===== src/rtl/counter_seq_ctrl_pkg.sv =====
// Shared definitions for the run/pause/stop counter sequencer: state
// encoding, tick-rate codes and the 1 Hz base divisor.
package counter_seq_ctrl_pkg;

    localparam logic [1:0] ST_IDLE  = 2'd0;
    localparam logic [1:0] ST_RUN   = 2'd1;
    localparam logic [1:0] ST_PAUSE = 2'd2;
    localparam logic [1:0] ST_DONE  = 2'd3;

    localparam logic [1:0] RATE_1HZ = 2'd0;
    localparam logic [1:0] RATE_2HZ = 2'd1;
    localparam logic [1:0] RATE_4HZ = 2'd2;
    localparam logic [1:0] RATE_8HZ = 2'd3;

    localparam int DIV_1HZ = 100_000_000;

    // One 4-bit step in the latched direction, wrapping modulo 16.
    function automatic logic [3:0] step_value(input logic [3:0] q, input logic up);
        return up ? q + 4'd1 : q - 4'd1;
    endfunction

endpackage


===== src/rtl/counter_seq_ctrl_tick_gen.sv =====
// Frequency-division prescaler: counts 0..Div-1 while Run is high and
// emits a registered one-cycle Tick on the wrap.
module tick_gen #(
    parameter int Bits = 27
) (
    input  logic            Clk,
    input  logic            Clr,
    input  logic            Run,
    input  logic            Load,
    input  logic [Bits-1:0] Div,
    output logic            Tick
);

    logic [Bits-1:0] r_cnt;
    logic            r_tick;
    logic            w_wrap;

    // >= keeps the counter bounded even if Div ever shrinks mid-count.
    assign w_wrap = (r_cnt >= Div - Bits'(1));

    always_ff @(posedge Clk or posedge Clr) begin
        if (Clr) begin
            r_cnt  <= '0;
            r_tick <= 1'b0;
        end else if (Load) begin
            r_cnt  <= '0;
            r_tick <= 1'b0;
        end else if (Run) begin
            r_cnt  <= w_wrap ? '0 : r_cnt + Bits'(1);
            r_tick <= w_wrap;
        end else begin
            r_tick <= 1'b0;
        end
    end

    assign Tick = r_tick;

endmodule


===== src/rtl/counter_seq_ctrl.sv =====
// Run/pause/stop sequencer for the 4-bit tick-driven counter: latches the
// direction, rate and limit on Start and steps Q toward the target.
module counter_seq_ctrl
    import counter_seq_ctrl_pkg::*;
#(
    parameter int BoardFreq = DIV_1HZ,
    parameter int Bits      = 27
) (
    input  logic       Clk,
    input  logic       Clr,
    input  logic       Start,
    input  logic       Stop,
    input  logic       Up,
    input  logic [1:0] RateSel,
    input  logic [3:0] Limit,
    output logic [3:0] Q,
    output logic       Tick,
    output logic       Busy,
    output logic       Done,
    output logic [1:0] o_dbg_state
);

    localparam logic [Bits-1:0] BASE_DIV = Bits'(BoardFreq);

    logic [1:0]      r_state;
    logic [1:0]      w_next_state;
    logic            r_up;
    logic [1:0]      r_rate;
    logic [3:0]      r_limit;
    logic [3:0]      r_q;
    logic [3:0]      w_next_q;
    logic [3:0]      w_target;
    logic [3:0]      w_stepped;
    logic            r_busy;
    logic            r_done;
    logic            w_fresh_start;
    logic            w_run;
    logic            w_load;
    logic            w_tick;
    logic [Bits-1:0] w_div;

    // Start/Stop are single-cycle pulses; Stop wins when both arrive together.
    assign w_fresh_start = Start && !Stop && (r_state == ST_IDLE || r_state == ST_DONE);
    assign w_target      = r_up ? r_limit : 4'd0;
    assign w_stepped     = step_value(r_q, r_up);
    assign w_div         = BASE_DIV >> r_rate;

    always_comb begin
        w_next_state = r_state;
        w_next_q     = r_q;
        case (r_state)
            ST_IDLE, ST_DONE: begin
                if (Stop) begin
                    w_next_state = ST_IDLE;
                    w_next_q     = 4'd0;
                end else if (Start) begin
                    w_next_q     = Up ? 4'd0 : Limit;
                    w_next_state = (Limit == 4'd0) ? ST_DONE : ST_RUN;
                end
            end
            ST_RUN: begin
                // A tick step still lands on a Stop edge; reaching the target beats PAUSE.
                if (w_tick) w_next_q = w_stepped;
                if (w_tick && w_stepped == w_target) w_next_state = ST_DONE;
                else if (Stop)                       w_next_state = ST_PAUSE;
            end
            ST_PAUSE: begin
                if (Stop) begin
                    w_next_state = ST_IDLE;
                    w_next_q     = 4'd0;
                end else if (Start) begin
                    w_next_state = ST_RUN;
                end
            end
            default: begin
                w_next_state = ST_IDLE;
                w_next_q     = 4'd0;
            end
        endcase
    end

    // Resume edge counts as a run edge so a P-cycle pause delays steps by exactly P.
    assign w_run  = (w_next_state == ST_RUN) && !w_fresh_start;
    assign w_load = w_fresh_start || (w_next_state == ST_IDLE) || (w_next_state == ST_DONE);

    tick_gen #(
        .Bits (Bits)
    ) u_tick_gen (
        .Clk  (Clk),
        .Clr  (Clr),
        .Run  (w_run),
        .Load (w_load),
        .Div  (w_div),
        .Tick (w_tick)
    );

    always_ff @(posedge Clk or posedge Clr) begin
        if (Clr) begin
            r_state <= ST_IDLE;
            r_q     <= 4'd0;
            r_busy  <= 1'b0;
            r_done  <= 1'b0;
            r_up    <= 1'b0;
            r_rate  <= 2'd0;
            r_limit <= 4'd0;
        end else begin
            r_state <= w_next_state;
            r_q     <= w_next_q;
            r_busy  <= (w_next_state == ST_RUN) || (w_next_state == ST_PAUSE);
            r_done  <= (w_next_state == ST_DONE);
            if (w_fresh_start) begin
                r_up    <= Up;
                r_rate  <= RateSel;
                r_limit <= Limit;
            end
        end
    end

    assign Q           = r_q;
    assign Tick        = w_tick;
    assign Busy        = r_busy;
    assign Done        = r_done;
    assign o_dbg_state = r_state;

endmodule


===== config.mk =====
export PLATFORM = sky130hd
export DESIGN_NAME = counter_seq_ctrl
export DESIGN_NICKNAME = d
export VERILOG_FILES = /design/src/rtl/counter_seq_ctrl_pkg.sv /design/src/rtl/counter_seq_ctrl_tick_gen.sv /design/src/rtl/counter_seq_ctrl.sv
export SDC_FILE = /design/constraint.sdc
export NUM_CORES = 1
export LEC_CHECK = 0
export ABC_CLOCK_PERIOD_IN_PS = 3200
export BUFFER_PORTS_ARGS = -buffer_cell sky130_fd_sc_hd__buf_2
export CORE_MARGIN = 2
export CORE_UTILIZATION = 51
export DETAILED_ROUTE_END_ITERATION = 10
export PLACE_DENSITY = 0.71
export SETUP_SLACK_MARGIN = 0.1
export SYNTH_ARGS = -nofsm -noshare
export SYNTH_HDL_FRONTEND = slang
export SYNTH_HIERARCHICAL = 1
export SYNTH_SLANG_ARGS = --single-unit

===== constraint.sdc =====
create_clock -name Clk -period 3.2 [get_ports Clk]
set_input_delay 0.64 -clock Clk [delete_from_list [all_inputs] [get_ports Clk]]
set_output_delay 0.64 -clock Clk [all_outputs]
set_load 0.05 [all_outputs]

==> impl_metrics.env <==
export IMPL_outcome="complete, no violations"
export IMPL_dpl_cell_count=617
export IMPL_reg2reg_slack_ns=0.001
export IMPL_setup_worst_path_start_class="flop"
export IMPL_clock_latency_ns=0.30
export IMPL_crit_fanout=7
export IMPL_r2r_start="Q[0]"
export IMPL_drt_iter0_drc=372
export IMPL_row_count=31
export IMPL_worstSetupPathType="flop to flop"
export IMPL_p_per_area_mw_per_mm2=452.4
export IMPL_crit_buf_inv=1
export IMPL_layout_commonest_cell="nand2_1"
export IMPL_skew_ns=0.01239
export IMPL_maxSlewViolCount=0
export IMPL_crit_path_start="Q[0]"
export IMPL_min_period_ns=3.199
export IMPL_grt_start_max_net_pins=29
export IMPL_via_count=3787
export IMPL_clock_root_buffer="clkbuf_8"
export IMPL_finalPower_uw=2210
export IMPL_syn_area_sq_mm=0.003860
export IMPL_holdCritPathClass="primary input to async pin"
export IMPL_drive_above_1_share_pct=27.34
export IMPL_final_cells=644
export IMPL_ff2ff_path_depth=12
export IMPL_ios=20
export IMPL_die_h_microns=91.00
export IMPL_post_route_period_util_pct=99.96
export IMPL_power_leakage_uw=0.002022
export IMPL_cp_required_ns=3.45
export IMPL_postCtsHoldBufs=0
export IMPL_ys_seq_area_share_pct=27.88
export IMPL_hpwlAfterDp_microns=7314
export IMPL_grt_pass1_wl_microns=17000
export IMPL_start_util_pct=52.93
export IMPL_utilization_pct=67.00
export IMPL_globalRouteOverflowTotal=0
export IMPL_gp_congestion=0.8758
export IMPL_ys_types=68
export IMPL_setup_viol=0
export IMPL_htree_levels=2
export IMPL_design_area_sq_mm=0.004886
export IMPL_rsz0062_at_grt="yes"
export IMPL_regArea_sq_mm=0.001084
export IMPL_cts_tree="built"
export IMPL_grt_usage_pct=24.60
export IMPL_grt_pass1_vias=3598
export IMPL_max_stage_delay_ns=0.50
export IMPL_dr_pass1_iters=5
export IMPL_fin_nets=592
export IMPL_peakVddDrop_v=0.0003973
export IMPL_placedInstanceArea_sq_mm=0.004438
export IMPL_synth_edf_count=0
export IMPL_wl_per_cell_microns=16.23
export IMPL_n_fill_cell=646
export IMPL_slew_headroom_pct=57.16
export IMPL_die_area_sq_mm=0.008280
export IMPL_totalWireLength_microns=10450
export IMPL_clkSinkCount=43
export IMPL_synthCells=457
export IMPL_endpoint_kind="flop"
export IMPL_antenna_found_initial=0
export IMPL_met2_usage_pct=39.75
export IMPL_ant_nets=0
export IMPL_worstMarginPinSlew_ns=0.6419
export IMPL_final_cell_mix="nand2_1 (58), dfrtp_1 (37), ha_1 (32), buf_4 (32), conb_1 (31)"
export IMPL_num_antenna_cells=0
export IMPL_synth_ff_type="dfrtp_1"
export IMPL_crit_chain="fa_2 > xnor2_2 > o32ai_2 > a32oi_4 > o32a_1 > ha_2 > nor2_2 > nand2_2 > buf_6 > or4_4 > a211oi_2 > a31o_2"
export IMPL_worstReg2RegEnd="u_tick_gen/r_cnt[14]"
export IMPL_drv_cap=0
export IMPL_fmax_mhz=312.6
export IMPL_multi_input_area_sq_mm=0.002999
export IMPL_crit_slowest_cell="or4_4"
export IMPL_ys_ff_latch=43
export IMPL_met3_usage_pct=3.402
export IMPL_path_delay_family="compound AO/OA/AOI/OAI gates"
export IMPL_syn_mean_instance_area_sq_um=8.446
export IMPL_clkTransAtPathRegs_ns=0.09
export IMPL_async_flop_share_pct=100.0
export IMPL_grt_busiest_layer="met2"
export IMPL_numCtsBuffers=5
export IMPL_hold_viol_final=0
export IMPL_gr_usage_met1_pct=35.51
export IMPL_portBuffers=19
export IMPL_synthToLayoutAreaGrowth_pct=26.58
export IMPL_clockBufferDepth=2
export IMPL_viasPerCell=5.880
export IMPL_die_x_microns=91.00
export IMPL_arrival_ns=3.45
export IMPL_yosys_warnings=6
export IMPL_drc=0
export IMPL_coreArea_sq_mm=0.007292
==> cells in the mapped netlist (3+ instances only) <==
library cell | number | area [sq um]
nand2_1 | 60 | 225.2
dfrtp_1 | 43 | 1076
ha_1 | 36 | 450.4
a21oi_1 | 34 | 170.2
nor2_1 | 24 | 90.09
xnor2_1 | 24 | 210.2
nand3_1 | 20 | 100.1
inv_1 | 17 | 63.81
o21ai_0 | 15 | 75.07
a211o_1 | 12 | 105.1
nand4_1 | 12 | 75.07
nor3_1 | 12 | 60.06
or4_1 | 12 | 90.09
clkbuf_1 | 11 | 41.29
mux2_2 | 11 | 123.9
nor2b_1 | 9 | 56.30
nand2b_1 | 7 | 43.79
nor4_1 | 7 | 43.79
or3_1 | 7 | 43.79
and3_1 | 6 | 37.54
and2_1 | 5 | 31.28
and4_1 | 5 | 43.79
xor2_1 | 5 | 43.79
nand4b_1 | 4 | 35.03
a211oi_1 | 3 | 22.52
a31o_2 | 3 | 26.28
o21a_1 | 3 | 22.52
==> worst max-delay path by stage <==
stage               slack, ns  depth (start not counted)                   end
floorplan                0.08                         12  u_tick_gen/r_cnt[10]
global placement         0.03                         12  u_tick_gen/r_cnt[22]
detailed placement      -0.04                         12  u_tick_gen/r_cnt[22]
CTS                    -0.005                         12  u_tick_gen/r_cnt[24]
global route            -0.16                         12  u_tick_gen/r_cnt[24]
finish                  0.001                         12  u_tick_gen/r_cnt[14]
==> tightest hold or removal path, stage by stage <==
cell and delay, ns:
buf_2 0.10, inv_1 0.04, buf_4 0.35
==> logic make-up (layout without fill, tap and decap cells) <==
kind of cell,after synthesis,count (layout),share of synthesized area [%]
other cells,2,31,0.1946
xor+xnor,30,30,7.196
compound gates,99,99,17.60
simple gates,205,205,28.78
mux,11,11,3.209
fa+ha+maj,37,37,12.19
flops,43,43,27.88
buf+inv,30,89,2.950
==> through the flow <==
step	setup slack (ns)	TNS, ns	hold WS, ns
floorplan	0.07864	0	0.4798
global route	-0.1608	-1.648	0.4377
finish	0.001240	0	0.4058
global placement	0.02751	0	0.4920
CTS	-0.005244	-0.005244	0.4172
detailed placement	-0.04013	-0.07346	0.4961
==> routing by layer <==
layer  vias up  wire length (microns)
met5         -                      0
met1      1811                   4789
met4         0                    116
met3        19                    549
li1       1829                      -
met2       128                   4998
==> report_power, final <==
group	leakage (uW)	switching, uW	internal [uW]
registers	0.000572	54.0	600
clock network	0.0000482	203	175
logic	0.00140	654	525
total	0.00202	911	1300
==> timing repair <==
action | in CTS | in global routing
resized for setup | 18 | 37
pin swaps | 18 | 16
gates cloned | 1 | 2
endpoints found under the setup margin | 12 | 28
setup buffers | 5 | 11
==> state kept, by name, summed over array words and instances (netlist names), 2 cells and up <==
register	cells
o_dbg_state	2
r_limit	4
r_rate	2
u_tick_gen/r_cnt	27
Q	4
==> final cells by class <==
| class | instances | area share, % |
|---|---|---|
| Multi-Input combinational cell | 413 | 61.38 |
| Sequential cell | 43 | 22.18 |
| Timing Repair Buffer | 62 | 10.12 |
| Tap cell | 99 | 2.535 |
| Clock buffer | 7 | 1.767 |
| Inverter | 18 | 1.690 |
| Timing Repair inverter | 1 | 0.2305 |
| Clock inverter | 1 | 0.1024 |
No activity file was read; power rests on OpenSTA's default activity.
